--- src/rtl/mult_arbiter_if.sv ---
`default_nettype none
// ============================================================================
// Module : mult_arbiter_if
// Brief  : Requester and response handshake bundle for mult_arbiter.
// Rev    : 1.0  initial release
// ============================================================================
interface mult_arbiter_if #(
  parameter int WIDTH = 8,
  parameter int NREQ  = 4
);
  localparam int c_idw = $clog2(NREQ);

  logic [NREQ-1:0]       req_valid;
  logic [NREQ-1:0]       req_ready;
  logic [NREQ*WIDTH-1:0] req_a;
  logic [NREQ*WIDTH-1:0] req_b;
  logic                  rsp_valid;
  logic                  rsp_ready;
  logic [2*WIDTH-1:0]    rsp_data;
  logic [c_idw-1:0]      rsp_id;
  logic                  busy;

  modport master (
    output req_valid, req_a, req_b, rsp_ready,
    input  req_ready, rsp_valid, rsp_data, rsp_id, busy
  );

  modport slave (
    input  req_valid, req_a, req_b, rsp_ready,
    output req_ready, rsp_valid, rsp_data, rsp_id, busy
  );
endinterface
`default_nettype wire

--- src/rtl/mult_arbiter.sv ---
`default_nettype none
// ============================================================================
// Module : mult_arbiter
// Brief  : Arbitrates NREQ requesters onto one shared multiplier through a
//          two-stage pipeline. MULT_ARB_RR_EN selects round-robin grant,
//          otherwise fixed priority (lowest index wins).
// Rev    : 1.0  initial release
// ============================================================================

module multiplication #(
  parameter int WIDTH = 8
) (
  input  logic [WIDTH-1:0]   in1,
  input  logic [WIDTH-1:0]   in2,
  output logic [2*WIDTH-1:0] out
);
  assign out = {{WIDTH{1'b0}}, in1} * {{WIDTH{1'b0}}, in2};
endmodule

module mult_arbiter #(
  parameter int WIDTH = 8,
  parameter int NREQ  = 4
) (
  input  logic           clk,
  input  logic           rst_n,
  mult_arbiter_if.slave  bus
);
  localparam int c_idw = $clog2(NREQ);

  logic [WIDTH-1:0]   r_s1_a;
  logic [WIDTH-1:0]   r_s1_b;
  logic [c_idw-1:0]   r_s1_id;
  logic               r_s1_valid;
  logic [2*WIDTH-1:0] r_s2_data;
  logic [c_idw-1:0]   r_s2_id;
  logic               r_s2_valid;

  logic               w_adv1;
  logic               w_adv2;
  logic               w_found;
  logic               w_accept;
  logic [NREQ-1:0]    w_grant;
  logic [c_idw-1:0]   w_grant_id;
  logic [c_idw-1:0]   w_idx;
  logic [WIDTH-1:0]   w_sel_a;
  logic [WIDTH-1:0]   w_sel_b;
  logic [2*WIDTH-1:0] w_prod;

  assign w_adv2 = !r_s2_valid | bus.rsp_ready;
  assign w_adv1 = !r_s1_valid | w_adv2;

`ifdef MULT_ARB_RR_EN
  logic [c_idw-1:0] r_last;

  always_ff @(posedge clk or negedge rst_n) begin
    if (!rst_n) begin
      r_last <= c_idw'(NREQ - 1);
    end else if (w_accept) begin
      r_last <= w_grant_id;
    end
  end
`endif

  // First valid requester in search order wins; order starts after r_last
  // in round-robin mode, at index 0 in fixed-priority mode.
  always_comb begin
    w_grant    = '0;
    w_grant_id = '0;
    w_found    = 1'b0;
    w_idx      = '0;
    for (int k = 0; k < NREQ; k++) begin
`ifdef MULT_ARB_RR_EN
      w_idx = c_idw'((int'(r_last) + 1 + k) % NREQ);
`else
      w_idx = c_idw'(k);
`endif
      if (!w_found && bus.req_valid[w_idx]) begin
        w_found    = 1'b1;
        w_grant_id = w_idx;
      end
    end
    w_grant[w_grant_id] = w_found;
  end

  // Gating with rst_n keeps req_ready low while reset is held.
  assign bus.req_ready = w_grant & {NREQ{w_adv1 & rst_n}};
  assign w_accept      = w_found & w_adv1 & rst_n;

  assign w_sel_a = bus.req_a[int'(w_grant_id)*WIDTH +: WIDTH];
  assign w_sel_b = bus.req_b[int'(w_grant_id)*WIDTH +: WIDTH];

  always_ff @(posedge clk or negedge rst_n) begin
    if (!rst_n) begin
      r_s1_a     <= '0;
      r_s1_b     <= '0;
      r_s1_id    <= '0;
      r_s1_valid <= 1'b0;
    end else if (w_accept) begin
      r_s1_a     <= w_sel_a;
      r_s1_b     <= w_sel_b;
      r_s1_id    <= w_grant_id;
      r_s1_valid <= 1'b1;
    end else if (w_adv1) begin
      r_s1_valid <= 1'b0;
    end
  end

  multiplication #(
    .WIDTH (WIDTH)
  ) u_mult (
    .in1 (r_s1_a),
    .in2 (r_s1_b),
    .out (w_prod)
  );

  always_ff @(posedge clk or negedge rst_n) begin
    if (!rst_n) begin
      r_s2_data  <= '0;
      r_s2_id    <= '0;
      r_s2_valid <= 1'b0;
    end else if (w_adv2) begin
      r_s2_data  <= w_prod;
      r_s2_id    <= r_s1_id;
      r_s2_valid <= r_s1_valid;
    end
  end

  assign bus.rsp_valid = r_s2_valid;
  assign bus.rsp_data  = r_s2_data;
  assign bus.rsp_id    = r_s2_id;
  assign bus.busy      = r_s1_valid | r_s2_valid;

endmodule
`default_nettype wire

--- src/flat_wrapper.sv ---
// flat-port wrapper written by rule: the top's interface ports become plain ports
module mult_arbiter_flat 
#(
  parameter int WIDTH = 8,
  parameter int NREQ  = 4
)
  (clk, rst_n, bus_req_valid, bus_req_a, bus_req_b, bus_rsp_ready, bus_req_ready, bus_rsp_valid, bus_rsp_data, bus_rsp_id, bus_busy);
  mult_arbiter_if #(.WIDTH(WIDTH), .NREQ(NREQ)) bus_i ();
  input  logic clk;
  input  logic rst_n;
  input wire logic [$bits(bus_i.req_valid)-1:0] bus_req_valid;
  input wire logic [$bits(bus_i.req_a)-1:0] bus_req_a;
  input wire logic [$bits(bus_i.req_b)-1:0] bus_req_b;
  input wire logic [$bits(bus_i.rsp_ready)-1:0] bus_rsp_ready;
  output wire logic [$bits(bus_i.req_ready)-1:0] bus_req_ready;
  output wire logic [$bits(bus_i.rsp_valid)-1:0] bus_rsp_valid;
  output wire logic [$bits(bus_i.rsp_data)-1:0] bus_rsp_data;
  output wire logic [$bits(bus_i.rsp_id)-1:0] bus_rsp_id;
  output wire logic [$bits(bus_i.busy)-1:0] bus_busy;
  assign bus_i.req_valid = bus_req_valid;
  assign bus_i.req_a = bus_req_a;
  assign bus_i.req_b = bus_req_b;
  assign bus_i.rsp_ready = bus_rsp_ready;
  assign bus_req_ready = bus_i.req_ready;
  assign bus_rsp_valid = bus_i.rsp_valid;
  assign bus_rsp_data = bus_i.rsp_data;
  assign bus_rsp_id = bus_i.rsp_id;
  assign bus_busy = bus_i.busy;
  mult_arbiter #(.WIDTH(WIDTH), .NREQ(NREQ)) u_core (.clk(clk), .rst_n(rst_n), .bus(bus_i));
endmodule
--- config.mk ---
export PLATFORM = sky130hd
export DESIGN_NAME = mult_arbiter_flat
export DESIGN_NICKNAME = d
export VERILOG_FILES = /design/src/rtl/mult_arbiter_if.sv /design/src/rtl/mult_arbiter.sv /design/src/flat_wrapper.sv
export SDC_FILE = /design/constraint.sdc
export NUM_CORES = 1
export LEC_CHECK = 0
export ABC_AREA = 1
export BUFFER_PORTS_ARGS = -buffer_cell sky130_fd_sc_hd__buf_2
export CAP_MARGIN = 20
export CORE_MARGIN = 4
export CORE_UTILIZATION = 51
export CTS_BUF_LIST = sky130_fd_sc_hd__clkbuf_8 sky130_fd_sc_hd__clkbuf_16
export CTS_CLUSTER_DIAMETER = 30
export DETAILED_ROUTE_END_ITERATION = 7
export PLACE_DENSITY = 0.78
export SLEW_MARGIN = 20
export SYNTH_ARGS = -nofsm -noshare
export SYNTH_HDL_FRONTEND = slang
export SYNTH_SLANG_ARGS = --single-unit
--- constraint.sdc ---
create_clock -name clk -period 4.05 [get_ports clk]
set_input_delay 1.215 -clock clk [delete_from_list [all_inputs] [get_ports clk]]
set_output_delay 1.215 -clock clk [all_outputs]
set_load 0.05 [all_outputs]
==> results of run 1 <==
## power groups by stage
stage	registers (µW)	logic [µW]	clock network (µW)
after floorplan	774	1140	0
after global placement	584	1660	0
after detailed placement	589	1710	0
after CTS	583	1730	406
after global routing	591	2320	425
final	577	2030	400
## layer usage
layer	vias to the layer above	routed length, µm	GRT usage
li1	2262	-	-
met1	1994	4749	0.2787
met2	176	5460	0.3898
met3	14	634	0.02321
met4	0	163	0.04642
met5	-	0	0
## final timing paths
check,start,to,slack [ns],cells past startpoint
max,u_core.r_s1_b[2],u_core.bus.rsp_data[15],0.16,19
min,u_core.bus.rsp_data[12],u_core.bus.rsp_data[12],0.48,2
max reg2reg,u_core.r_s1_b[2],u_core.bus.rsp_data[15],0.16,19
min reg2reg,u_core.bus.rsp_data[12],u_core.bus.rsp_data[12],0.48,2
max in group asynchronous,rst_n,u_core.r_s1_a[5],2.67,2
min in group asynchronous,rst_n,u_core.bus.rsp_data[3],1.02,2
## repair_timing
action / 4_1_cts / 5_1_grt
gates resized for setup: 1 / 34
buffers inserted: 0 / 15
pin swaps: 0 / 12
setup endpoints to repair: 2 / 7
## area by class of cell
| class | instances | area (µm²) | area share |
|---|---|---|---|
| Clock inverter | 3 | 68.82 | 0.01257 |
| Multi-Input combinational cell | 492 | 3029 | 0.5532 |
| Sequential cell | 38 | 962.2 | 0.1757 |
| Inverter | 142 | 533.0 | 0.09735 |
| Timing Repair Buffer | 122 | 678.2 | 0.1239 |
| Tap cell | 108 | 135.1 | 0.02468 |
| Clock buffer | 5 | 68.82 | 0.01257 |
## per-stage QoR
stage / cells / cell area, µm² / util / hold slack (ns)
floorplan: 705 / 4554 / - / 0.4422
global placement: 887 / 5105 / 0.5882 / 0.4556
detailed placement: 887 / 5105 / 0.5882 / 0.4601
CTS: 895 / 5244 / 0.6042 / 0.4827
global route: 910 / 5475 / 0.6309 / 0.5053
finish: 910 / 5475 / 0.6309 / 0.4772
## layout by cell type, fill, tap and decap left out, drive strengths merged
| cell type | instances |
|---|---|
| a21oi | 5 |
| a31oi | 2 |
| buf | 121 |
| bufinv | 2 |
| clkbuf | 6 |
| clkinv | 1 |
| dfrtp | 38 |
| fa | 36 |
| ha | 36 |
| inv | 142 |
| nand2 | 323 |
| nand3 | 53 |
| nand3b | 1 |
| nand4 | 4 |
| nor2 | 17 |
| nor4 | 1 |
| o21ai | 9 |
| or2 | 1 |
| xnor2 | 3 |
| xor2 | 1 |
## cells by family after synthesis
group | count (synthesis) | synth area share
simple gates | 400 | 0.3560
fa+ha+maj | 72 | 0.2575
xor+xnor | 4 | 0.007704
buf+inv | 175 | 0.1508
flops | 38 | 0.2091
compound gates | 16 | 0.01898
## flip-flops by register name, summed over array words and instances (netlist names)
name	count
u_core.bus.rsp_valid	1
u_core.r_s1_id	2
u_core.r_s1_b	8
u_core.bus.rsp_data	16
u_core.r_s1_a	8
u_core.r_s1_valid	1
u_core.bus.rsp_id	2
## tightest hold or removal path: stages (launching register included)
cell	delay, ns
sky130_fd_sc_hd__dfrtp_1	0.35
sky130_fd_sc_hd__nand2_1	0.05
sky130_fd_sc_hd__nand2_1	0.05
==> flow_results.xml, run 1 <==
<?xml version="1.0" encoding="UTF-8"?>
<metrics>
  <group name="status">
    <metric name="outcome" unit="">completed</metric>
  </group>
  <group name="route">
    <metric name="postRouteAntennaNets" unit="">0</metric>
    <metric name="num_vias" unit="">4446</metric>
    <metric name="drt-initial-drc-count" unit="">316</metric>
    <metric name="wirelength" unit="mm">11.01</metric>
    <metric name="route.detailed.wl_per_inst" unit="µm">12.09</metric>
    <metric name="via_per_inst" unit="">4.886</metric>
    <metric name="drtPass1Iterations" unit="">6</metric>
    <metric name="drt_drc_violations_left" unit="">0</metric>
  </group>
  <group name="synthesis">
    <metric name="synth_fp_nets" unit="">848</metric>
    <metric name="netlist_instances" unit="">705</metric>
    <metric name="yosys_most_used_dff" unit="">sky130_fd_sc_hd__dfrtp_1</metric>
    <metric name="synth.cell_area" unit="mm²">0.004548</metric>
    <metric name="synth.yosys.seq_area_share" unit="">0.2091</metric>
    <metric name="yosysUniqueCellTypes" unit="">26</metric>
    <metric name="synth.ff_latch_count" unit="">38</metric>
    <metric name="async_flop_share" unit="">1.000</metric>
    <metric name="synth_largest_area_cell" unit="">sky130_fd_sc_hd__nand2_1</metric>
    <metric name="syn_area_per_cell" unit="µm²">6.451</metric>
    <metric name="synth.top_cells.by_count" unit="">sky130_fd_sc_hd__nand2_1, sky130_fd_sc_hd__inv_1, sky130_fd_sc_hd__nand3_1</metric>
    <metric name="synth-edff-count" unit="">0</metric>
    <metric name="ys_warn_count" unit="">0</metric>
    <metric name="netlist_top_cells_area" unit="">sky130_fd_sc_hd__nand2_1, sky130_fd_sc_hd__dfrtp_1, sky130_fd_sc_hd__fa_1</metric>
    <metric name="yosys.cell_count.top_type" unit="">sky130_fd_sc_hd__nand2_1</metric>
    <metric name="post-synth-top-area-fraction" unit="">0.2649</metric>
  </group>
  <group name="clock_network">
    <metric name="cts.root.buffer_cell" unit="">sky130_fd_sc_hd__clkbuf_8</metric>
    <metric name="worst_skew_pair.late_latency" unit="ns">0.30</metric>
    <metric name="cts_max_level" unit="">2</metric>
    <metric name="cts_hold_buf" unit="">0</metric>
    <metric name="clock_path_buffers" unit="">2</metric>
    <metric name="clk_transition_reported_paths" unit="ns">0.08</metric>
    <metric name="tritoncts" unit="">yes</metric>
    <metric name="clkSinkCount" unit="">38</metric>
    <metric name="cts_inserted_buffers" unit="">5</metric>
  </group>
  <group name="grt">
    <metric name="grt_pass1_wl" unit="mm">18.57</metric>
    <metric name="track_usage" unit="">0.2161</metric>
    <metric name="antenna_found_initial" unit="">0</metric>
    <metric name="grt_pass1_vias" unit="">4272</metric>
    <metric name="grt_overflow_total" unit="">0</metric>
    <metric name="grt_max_degree" unit="">40</metric>
  </group>
  <group name="power_and_ir_drop">
    <metric name="power.clock.fraction" unit="">0.133</metric>
    <metric name="net_switching_share_of_the_total_power" unit="">0.5043</metric>
    <metric name="ir_drop" unit="µV">261.7</metric>
    <metric name="power_switching" unit="µW">1515</metric>
    <metric name="internal-power" unit="µW">1489</metric>
    <metric name="power_leakage" unit="µW">0.003608</metric>
    <metric name="power.share.sequential" unit="">0.192</metric>
    <metric name="p_per_area" unit="mW/mm²">548.7</metric>
    <metric name="power.share.combinational" unit="">0.675</metric>
    <metric name="totalPowerFinal" unit="µW">3004</metric>
  </group>
  <group name="sta">
    <metric name="achievable-frequency" unit="MHz">257.1</metric>
    <metric name="final-setup-viol-count" unit="">0</metric>
    <metric name="period_needed" unit="ns">3.890</metric>
    <metric name="finalCritPeriodShare" unit="">0.9604</metric>
    <metric name="worst_slack" unit="ns">0.1602</metric>
    <metric name="report.final.slew_viol_count" unit="">0</metric>
    <metric name="worst_slew_pin_slew" unit="ns">0.6876</metric>
    <metric name="maxSlewHeadroom" unit="">0.5415</metric>
    <metric name="hold_viol" unit="">0</metric>
    <metric name="clk_skew" unit="ns">0.006760</metric>
    <metric name="setup_total_negative_slack" unit="ns">0</metric>
  </group>
  <group name="critical_path">
    <metric name="path_buf_inv" unit="">5</metric>
    <metric name="endpoint_kind" unit="">register</metric>
    <metric name="cp_cell_sequence" unit="">buf_4, nand2_1, inv_1, fa_1, fa_1, fa_1, inv_1, fa_1, inv_1, ha_4, nand2_4, inv_1, nand2_1, nand2_2, nand2_1, nand3_1, nand2_1, nand3_1, nand2_1</metric>
    <metric name="critical-path-max-stage-delay" unit="ns">0.54</metric>
    <metric name="path_class" unit="">reg2reg</metric>
    <metric name="critPathArrivalTime" unit="ns">4.08</metric>
    <metric name="cpMaxStageDelayCell" unit="">sky130_fd_sc_hd__fa_1</metric>
    <metric name="critical_path.startpoint_type" unit="">register</metric>
    <metric name="cp.required" unit="ns">4.24</metric>
    <metric name="crit_path_frequent_cell" unit="">sky130_fd_sc_hd__nand2_1</metric>
    <metric name="cpLargestDelayFamily" unit="">adder cells</metric>
    <metric name="crit_path_max_fanout" unit="">5</metric>
  </group>
  <group name="placed_design">
    <metric name="routability_driven_placement_congestion_ratio" unit="">0.9607</metric>
    <metric name="dpl_worst_slack" unit="ns">-0.005861</metric>
    <metric name="io_buffers" unit="">94</metric>
    <metric name="hpwlAfterDp" unit="mm">8.485</metric>
  </group>
  <group name="floorplanning">
    <metric name="design.die.area" unit="mm²">0.01049</metric>
    <metric name="core_ar" unit="mm²">0.008678</metric>
    <metric name="dieHeight" unit="µm">102.4</metric>
    <metric name="fp-row-count" unit="">34</metric>
    <metric name="io_pins" unit="">95</metric>
    <metric name="die_x" unit="µm">102.4</metric>
    <metric name="floorplan.initialDensity" unit="">0.5241</metric>
  </group>
  <group name="layout">
    <metric name="area_delta_synth_final" unit="%">20.39</metric>
    <metric name="n_fill_cell" unit="">765</metric>
    <metric name="diodes" unit="">0</metric>
    <metric name="drive_gt1_frac" unit="">0.2107</metric>
    <metric name="layout.nets" unit="">944</metric>
  </group>
  <group name="flow_run">
    <metric name="max_cap_viol_count" unit="">0</metric>
  </group>
  <group name="min_path">
    <metric name="class_of_the_tightest_hold_or_removal_check" unit="">reg2reg</metric>
  </group>
</metrics>
Note: power is estimated with default switching activity, not from simulation.
==> run 2, diff against run 1 <==
- RECOVER_POWER: default -> 50
==> flow_results.xml, run 2 (synthesis gave the netlist of run 1 again) <==
<?xml version="1.0" encoding="UTF-8"?>
<metrics>
  <group name="sta">
    <metric name="hold_viol" unit="">0</metric>
    <metric name="period_needed" unit="ns">3.888</metric>
    <metric name="maxSlewHeadroom" unit="">-0.3595</metric>
    <metric name="finalCritPeriodShare" unit="">0.9601</metric>
    <metric name="final-setup-viol-count" unit="">0</metric>
    <metric name="report.final.slew_viol_count" unit="">40</metric>
    <metric name="achievable-frequency" unit="MHz">257.2</metric>
    <metric name="clk_skew" unit="ns">0.007673</metric>
    <metric name="worst_slew_pin_slew" unit="ns">2.039</metric>
  </group>
  <group name="critical_path">
    <metric name="critical_path.startpoint_type" unit="">register</metric>
    <metric name="cp_cell_sequence" unit="">buf_4, nand2_1, inv_1, fa_1, fa_1, fa_1, inv_1, fa_1, inv_1, ha_4, nand2_4, inv_1, nand2_1, nand2_2, nand2_1, nand3_1, nand2_1, nand3_1, nand2_1</metric>
    <metric name="cp.required" unit="ns">4.24</metric>
    <metric name="worst-r2r-cell-count" unit="">19</metric>
    <metric name="crit_path_max_fanout" unit="">5</metric>
    <metric name="crit_path_frequent_cell" unit="">sky130_fd_sc_hd__nand2_1</metric>
    <metric name="endpoint_kind" unit="">register</metric>
    <metric name="critPathArrivalTime" unit="ns">4.08</metric>
    <metric name="path_class" unit="">reg2reg</metric>
    <metric name="cpMaxStageDelayCell" unit="">sky130_fd_sc_hd__fa_1</metric>
    <metric name="critical-path-max-stage-delay" unit="ns">0.54</metric>
  </group>
  <group name="layout">
    <metric name="drive_gt1_frac" unit="">0.2020</metric>
    <metric name="diodes" unit="">0</metric>
    <metric name="layout.nets" unit="">944</metric>
    <metric name="stdcell_count" unit="">910</metric>
    <metric name="mostFrequentLayoutCell" unit="">sky130_fd_sc_hd__nand2_1</metric>
    <metric name="layout.cells.most_common_list" unit="">sky130_fd_sc_hd__nand2_1, sky130_fd_sc_hd__inv_1, sky130_fd_sc_hd__buf_2, sky130_fd_sc_hd__nand3_1, sky130_fd_sc_hd__fa_1</metric>
    <metric name="largest_register_ffs" unit="">16</metric>
    <metric name="area_delta_synth_final" unit="%">20.11</metric>
  </group>
  <group name="floorplanning">
    <metric name="fp-row-count" unit="">34</metric>
    <metric name="dieHeight" unit="µm">102.4</metric>
    <metric name="core_ar" unit="mm²">0.008678</metric>
    <metric name="floorplan.initialDensity" unit="">0.5241</metric>
    <metric name="design.die.area" unit="mm²">0.01049</metric>
    <metric name="die_x" unit="µm">102.4</metric>
    <metric name="io_pins" unit="">95</metric>
  </group>
  <group name="grt">
    <metric name="track_usage" unit="">0.2161</metric>
    <metric name="antenna_found_initial" unit="">0</metric>
    <metric name="grt_overflow_total" unit="">0</metric>
    <metric name="grt_pass1_wl" unit="mm">18.57</metric>
    <metric name="grt_pass1_vias" unit="">4272</metric>
    <metric name="grt_max_degree" unit="">40</metric>
  </group>
  <group name="min_path">
    <metric name="hold_path_depth" unit="">2</metric>
    <metric name="class_of_the_tightest_hold_or_removal_check" unit="">reg2reg</metric>
  </group>
  <group name="clock_network">
    <metric name="clk_transition_reported_paths" unit="ns">0.09</metric>
    <metric name="worst_skew_pair.late_latency" unit="ns">0.30</metric>
    <metric name="clkSinkCount" unit="">38</metric>
    <metric name="cts_inserted_buffers" unit="">5</metric>
    <metric name="cts.root.buffer_cell" unit="">sky130_fd_sc_hd__clkbuf_8</metric>
    <metric name="tritoncts" unit="">yes</metric>
    <metric name="cts_max_level" unit="">2</metric>
    <metric name="clock_path_buffers" unit="">2</metric>
  </group>
  <group name="route">
    <metric name="wirelength" unit="mm">10.99</metric>
    <metric name="postRouteAntennaNets" unit="">0</metric>
    <metric name="drt_drc_violations_left" unit="">0</metric>
    <metric name="via_per_inst" unit="">4.880</metric>
    <metric name="drt-initial-drc-count" unit="">292</metric>
    <metric name="route.detailed.wl_per_inst" unit="µm">12.08</metric>
    <metric name="drtPass1Iterations" unit="">5</metric>
    <metric name="num_vias" unit="">4441</metric>
  </group>
  <group name="power_and_ir_drop">
    <metric name="internal-power" unit="µW">1486</metric>
    <metric name="ir_drop" unit="µV">260.5</metric>
    <metric name="p_per_area" unit="mW/mm²">548.6</metric>
    <metric name="power_switching" unit="µW">1511</metric>
    <metric name="totalPowerFinal" unit="µW">2997</metric>
    <metric name="power.share.sequential" unit="">0.193</metric>
    <metric name="net_switching_share_of_the_total_power" unit="">0.5041</metric>
    <metric name="power.share.combinational" unit="">0.674</metric>
    <metric name="power_leakage" unit="µW">0.003588</metric>
    <metric name="power.clock.fraction" unit="">0.133</metric>
  </group>
  <group name="flow_run">
    <metric name="max_cap_viol_count" unit="">1</metric>
  </group>
  <group name="placed_design">
    <metric name="placed_cells_incl_taps" unit="">887</metric>
    <metric name="routability_driven_placement_congestion_ratio" unit="">0.9607</metric>
    <metric name="hpwlAfterDp" unit="mm">8.485</metric>
    <metric name="io_buffers" unit="">94</metric>
  </group>
  <group name="status">
    <metric name="failed_checks" unit="">capacitance limit, slew limit</metric>
    <metric name="outcome" unit="">complete, but fails checks</metric>
  </group>
</metrics>
run 2: area by class of cell:
cell class,instances,area [µm²]
repair buffers,122,668.1
flip-flops and latches,38,962.2
clock inverters,3,68.82
multi-input cells,492,3027
clock buffers,5,68.82
fillers,767,3216
inverters,142,533.0
well taps,108,135.1
run 2: worst max-delay path: cells and delay by family (launching register included):
family                     cells  cell delay [ns]
adders and majority gates      5             2.32
buffers and inverters          5             0.42
DFF                            1             0.44
and+or+nand+nor                9             0.60
run 2: worst paths after layout:
check                                   from                      end  slack [ns]
hold reg to reg            u_core.r_s1_valid     u_core.bus.rsp_valid        0.48
max in group asynchronous              rst_n         u_core.r_s1_a[5]        1.03
min in group asynchronous              rst_n   u_core.bus.rsp_data[3]        1.70
hold / removal             u_core.r_s1_valid     u_core.bus.rsp_valid        0.48
setup / recovery            u_core.r_s1_b[2]  u_core.bus.rsp_data[15]        0.16
setup reg to reg            u_core.r_s1_b[2]  u_core.bus.rsp_data[15]        0.16
run 2: power groups by stage:
| stage | Sequential (µW) | Combinational (µW) | Clock [µW] |
|---|---|---|---|
| 2_1_floorplan | 774 | 1140 | 0 |
| 3_3_place_gp | 584 | 1660 | 0 |
| 3_5_place_dp | 589 | 1710 | 0 |
| 4_1_cts | 583 | 1730 | 406 |
| 5_1_grt | 591 | 2310 | 425 |
| 6_report | 577 | 2020 | 400 |
run 2: metrics by stage:
step	worst slack, ns	TNS, ns	cell area (µm²)	hold WS (ns)	util
global placement	0.08621	0	5105	0.4556	0.5882
CTS	0.01362	0	5244	0.4827	0.6042
finish	0.1616	0	5463	0.4761	0.6295
floorplan	0.09915	0	4554	0.4422	-
detailed placement	-0.005861	-0.01050	5105	0.4601	0.5882
global route	-0.06213	-0.1582	5463	0.5053	0.6295
run 2: timing repair:
action / in CTS / in global routing
gates resized for setup: 1 / 34
hold buffers: 0 / 0
buffers inserted: 0 / 15
pin swaps: 0 / 12
setup endpoints to repair: 2 / 7
run 2: routing by layer:
metal / global-route usage / up-vias / wire (µm)
li1: - / 2261 / -
met1: 0.2787 / 1997 / 4769
met2: 0.3898 / 165 / 5423
met3: 0.02321 / 18 / 614
met4: 0.04642 / 0 / 185
met5: 0 / - / 0
==> run 3, diff against run 2 <==
- CORE_UTILIZATION: 51 -> 52
- CTS_BUF_LIST: sky130_fd_sc_hd__clkbuf_8 sky130_fd_sc_hd__clkbuf_16 -> sky130_fd_sc_hd__clkbuf_4 sky130_fd_sc_hd__clkbuf_8
- GPL_ROUTABILITY_DRIVEN: default -> 1
- PLACE_DENSITY: 0.78 -> 0.79
- RECOVER_POWER: 50 -> default
==> flow_results.xml, run 3 (synthesis gave the netlist of run 1 again) <==
<?xml version="1.0" encoding="UTF-8"?>
<metrics>
  <group name="status">
    <metric name="outcome" unit="">completed</metric>
  </group>
  <group name="route">
    <metric name="postRouteAntennaNets" unit="">0</metric>
    <metric name="drt_drc_violations_left" unit="">0</metric>
    <metric name="via_per_inst" unit="">4.933</metric>
    <metric name="drtPass1Iterations" unit="">5</metric>
    <metric name="wirelength" unit="mm">10.99</metric>
    <metric name="num_vias" unit="">4469</metric>
    <metric name="drt-initial-drc-count" unit="">171</metric>
    <metric name="route.detailed.wl_per_inst" unit="µm">12.13</metric>
  </group>
  <group name="power_and_ir_drop">
    <metric name="power_leakage" unit="µW">0.003614</metric>
    <metric name="totalPowerFinal" unit="µW">3039</metric>
    <metric name="power.clock.fraction" unit="">0.132</metric>
    <metric name="internal-power" unit="µW">1520</metric>
    <metric name="p_per_area" unit="mW/mm²">553.3</metric>
    <metric name="net_switching_share_of_the_total_power" unit="">0.4999</metric>
    <metric name="power_switching" unit="µW">1519</metric>
    <metric name="power.share.sequential" unit="">0.192</metric>
    <metric name="power.share.combinational" unit="">0.677</metric>
    <metric name="ir_drop" unit="µV">247.5</metric>
  </group>
  <group name="sta">
    <metric name="achievable-frequency" unit="MHz">262.0</metric>
    <metric name="clk_skew" unit="ns">0.003917</metric>
    <metric name="finalCritPeriodShare" unit="">0.9426</metric>
    <metric name="maxSlewHeadroom" unit="">0.5469</metric>
    <metric name="worst_slew_pin_slew" unit="ns">0.6795</metric>
    <metric name="period_needed" unit="ns">3.817</metric>
    <metric name="hold_viol" unit="">0</metric>
    <metric name="setup_total_negative_slack" unit="ns">0</metric>
    <metric name="report.final.slew_viol_count" unit="">0</metric>
    <metric name="final-setup-viol-count" unit="">0</metric>
  </group>
  <group name="floorplanning">
    <metric name="floorplan.initialDensity" unit="">0.5426</metric>
    <metric name="io_pins" unit="">95</metric>
    <metric name="dieHeight" unit="µm">101.5</metric>
    <metric name="core_ar" unit="mm²">0.008382</metric>
    <metric name="die_x" unit="µm">101.5</metric>
    <metric name="fp-row-count" unit="">33</metric>
    <metric name="design.die.area" unit="mm²">0.01031</metric>
  </group>
  <group name="critical_path">
    <metric name="crit_path_frequent_cell" unit="">sky130_fd_sc_hd__inv_1</metric>
    <metric name="setup.worst_path.start" unit="">u_core.r_s1_b[7]</metric>
    <metric name="path_class" unit="">reg2reg</metric>
    <metric name="worst-r2r-cell-count" unit="">16</metric>
    <metric name="cp.required" unit="ns">4.24</metric>
    <metric name="cp_cell_sequence" unit="">buf_4, nand2_1, fa_1, inv_1, fa_1, inv_1, fa_1, inv_1, ha_1, ha_4, nand2_1, inv_1, a21oi_1, nand4_1, nand3_1, nand2_1</metric>
    <metric name="critPathArrivalTime" unit="ns">4.01</metric>
    <metric name="crit_path_max_fanout" unit="">6</metric>
    <metric name="reg2reg_to" unit="">u_core.bus.rsp_data[13]</metric>
    <metric name="crit-reg2reg-launch" unit="">u_core.r_s1_b[7]</metric>
    <metric name="worst-r2r-setup-slack" unit="ns">0.23</metric>
    <metric name="critical_path.startpoint_type" unit="">register</metric>
    <metric name="endpoint_kind" unit="">register</metric>
    <metric name="critical-path-max-stage-delay" unit="ns">0.54</metric>
    <metric name="endpoint" unit="">u_core.bus.rsp_data[13]</metric>
    <metric name="cpMaxStageDelayCell" unit="">sky130_fd_sc_hd__fa_1</metric>
  </group>
  <group name="flow_run">
    <metric name="max_cap_viol_count" unit="">0</metric>
  </group>
  <group name="layout">
    <metric name="layout.cells.most_common_list" unit="">sky130_fd_sc_hd__nand2_1, sky130_fd_sc_hd__inv_1, sky130_fd_sc_hd__buf_2, sky130_fd_sc_hd__nand3_1, sky130_fd_sc_hd__fa_1</metric>
    <metric name="mostFrequentLayoutCell" unit="">sky130_fd_sc_hd__nand2_1</metric>
    <metric name="fin_util" unit="">0.6553</metric>
    <metric name="drive_gt1_frac" unit="">0.2185</metric>
    <metric name="largest_register_ffs" unit="">16</metric>
    <metric name="layout.nets" unit="">943</metric>
    <metric name="stdcell_count" unit="">906</metric>
    <metric name="post-route-cell-area" unit="mm²">0.005493</metric>
    <metric name="area_delta_synth_final" unit="%">20.77</metric>
    <metric name="diodes" unit="">0</metric>
  </group>
  <group name="placed_design">
    <metric name="io_buffers" unit="">94</metric>
    <metric name="placed_cell_area" unit="mm²">0.005101</metric>
    <metric name="routability_driven_placement_congestion_ratio" unit="">0.9291</metric>
    <metric name="hpwlAfterDp" unit="mm">8.969</metric>
    <metric name="placed_cells_incl_taps" unit="">884</metric>
  </group>
  <group name="clock_network">
    <metric name="cts_max_level" unit="">2</metric>
    <metric name="cts_inserted_buffers" unit="">5</metric>
    <metric name="cts.root.buffer_cell" unit="">sky130_fd_sc_hd__clkbuf_8</metric>
    <metric name="worst_skew_pair.late_latency" unit="ns">0.30</metric>
    <metric name="cts_hold_buf" unit="">0</metric>
    <metric name="clkSinkCount" unit="">38</metric>
    <metric name="tritoncts" unit="">yes</metric>
    <metric name="clock_path_buffers" unit="">2</metric>
    <metric name="clk_transition_reported_paths" unit="ns">0.08</metric>
  </group>
  <group name="grt">
    <metric name="grt_max_degree" unit="">40</metric>
    <metric name="grt_pass1_wl" unit="mm">19.32</metric>
    <metric name="track_usage" unit="">0.2300</metric>
    <metric name="grt_pass1_vias" unit="">4419</metric>
    <metric name="antenna_found_initial" unit="">0</metric>
    <metric name="grt_overflow_total" unit="">0</metric>
  </group>
  <group name="min_path">
    <metric name="hold_path_depth" unit="">2</metric>
    <metric name="class_of_the_tightest_hold_or_removal_check" unit="">reg2reg</metric>
  </group>
</metrics>
[run 3: cell count changes in the layout (fill, tap and decap cells not counted), moves of 2 or more]
cell                       before  now
sky130_fd_sc_hd__clkbuf_1       6    0
sky130_fd_sc_hd__buf_2         89   94
sky130_fd_sc_hd__nand3_1       51   47
sky130_fd_sc_hd__nand3_2        1    5
sky130_fd_sc_hd__dfrtp_1       29   27
sky130_fd_sc_hd__dfrtp_2        9   11
sky130_fd_sc_hd__nand2_2        6    8
sky130_fd_sc_hd__nor2_1        13   11
sky130_fd_sc_hd__nor2_2         2    4
[run 3: power groups by stage]
stage / clock [µW] / combinational, µW / sequential (µW)
floorplan: 0 / 1140 / 774
global placement: 0 / 1680 / 585
detailed placement: 0 / 1730 / 591
CTS: 409 / 1750 / 586
global route: 425 / 2340 / 594
finish: 400 / 2060 / 582
[run 3: how the worst min path moves through the flow]
stage | startpoint | end | slack, ns
CTS | u_core.bus.rsp_data[13] | u_core.bus.rsp_data[13] | 0.48
global route | u_core.bus.rsp_data[14] | u_core.bus.rsp_data[14] | 0.50
detailed placement | u_core.bus.rsp_data[13] | u_core.bus.rsp_data[13] | 0.46
finish | u_core.bus.rsp_data[12] | u_core.bus.rsp_data[12] | 0.48
global placement | u_core.bus.rsp_data[12] | u_core.bus.rsp_data[12] | 0.46
floorplan | u_core.r_s1_id[1] | u_core.bus.rsp_id[1] | 0.44
[run 3: cell type report]
type	count	area [µm²]
inverters	142	533.0
fillers	780	2889
clock inverters	3	68.82
repair buffers	121	673.1
well taps	105	131.4
multi-input cells	492	3053
flip-flops and latches	38	964.7
clock buffers	5	68.82
[run 3: repair_timing]
action | CTS | global route
gates resized for setup | 4 | 36
endpoints found under the setup margin | 2 | 8
buffers inserted | 0 | 14
pin swaps | 0 | 16
[run 3: through the flow]
| step | setup WS, ns | hold WS (ns) |
|---|---|---|
| final | 0.2326 | 0.4771 |
| after global routing | -0.001054 | 0.5002 |
| after CTS | 0.01386 | 0.4824 |
| after detailed placement | -0.03797 | 0.4594 |
| after global placement | 0.1076 | 0.4566 |
| after floorplan | 0.09915 | 0.4422 |
[run 3: critical path: cells and delay by family, from the launching register on]
family          cells  cell delay (ns)
buf+inv             5             0.38
flops               1             0.43
compound gates      1             0.23
simple gates        5             0.48
fa+ha+maj           5             2.19
[run 3: metal layers]
| metal | up-vias | track usage | routed length, µm |
|---|---|---|---|
| met1 | 2063 | 0.2934 | 4642 |
| met5 | - | 0 | 0 |
| met4 | 0 | 0.06953 | 200 |
| met2 | 127 | 0.4054 | 5542 |
| met3 | 20 | 0.03030 | 604 |
| li1 | 2259 | - | - |
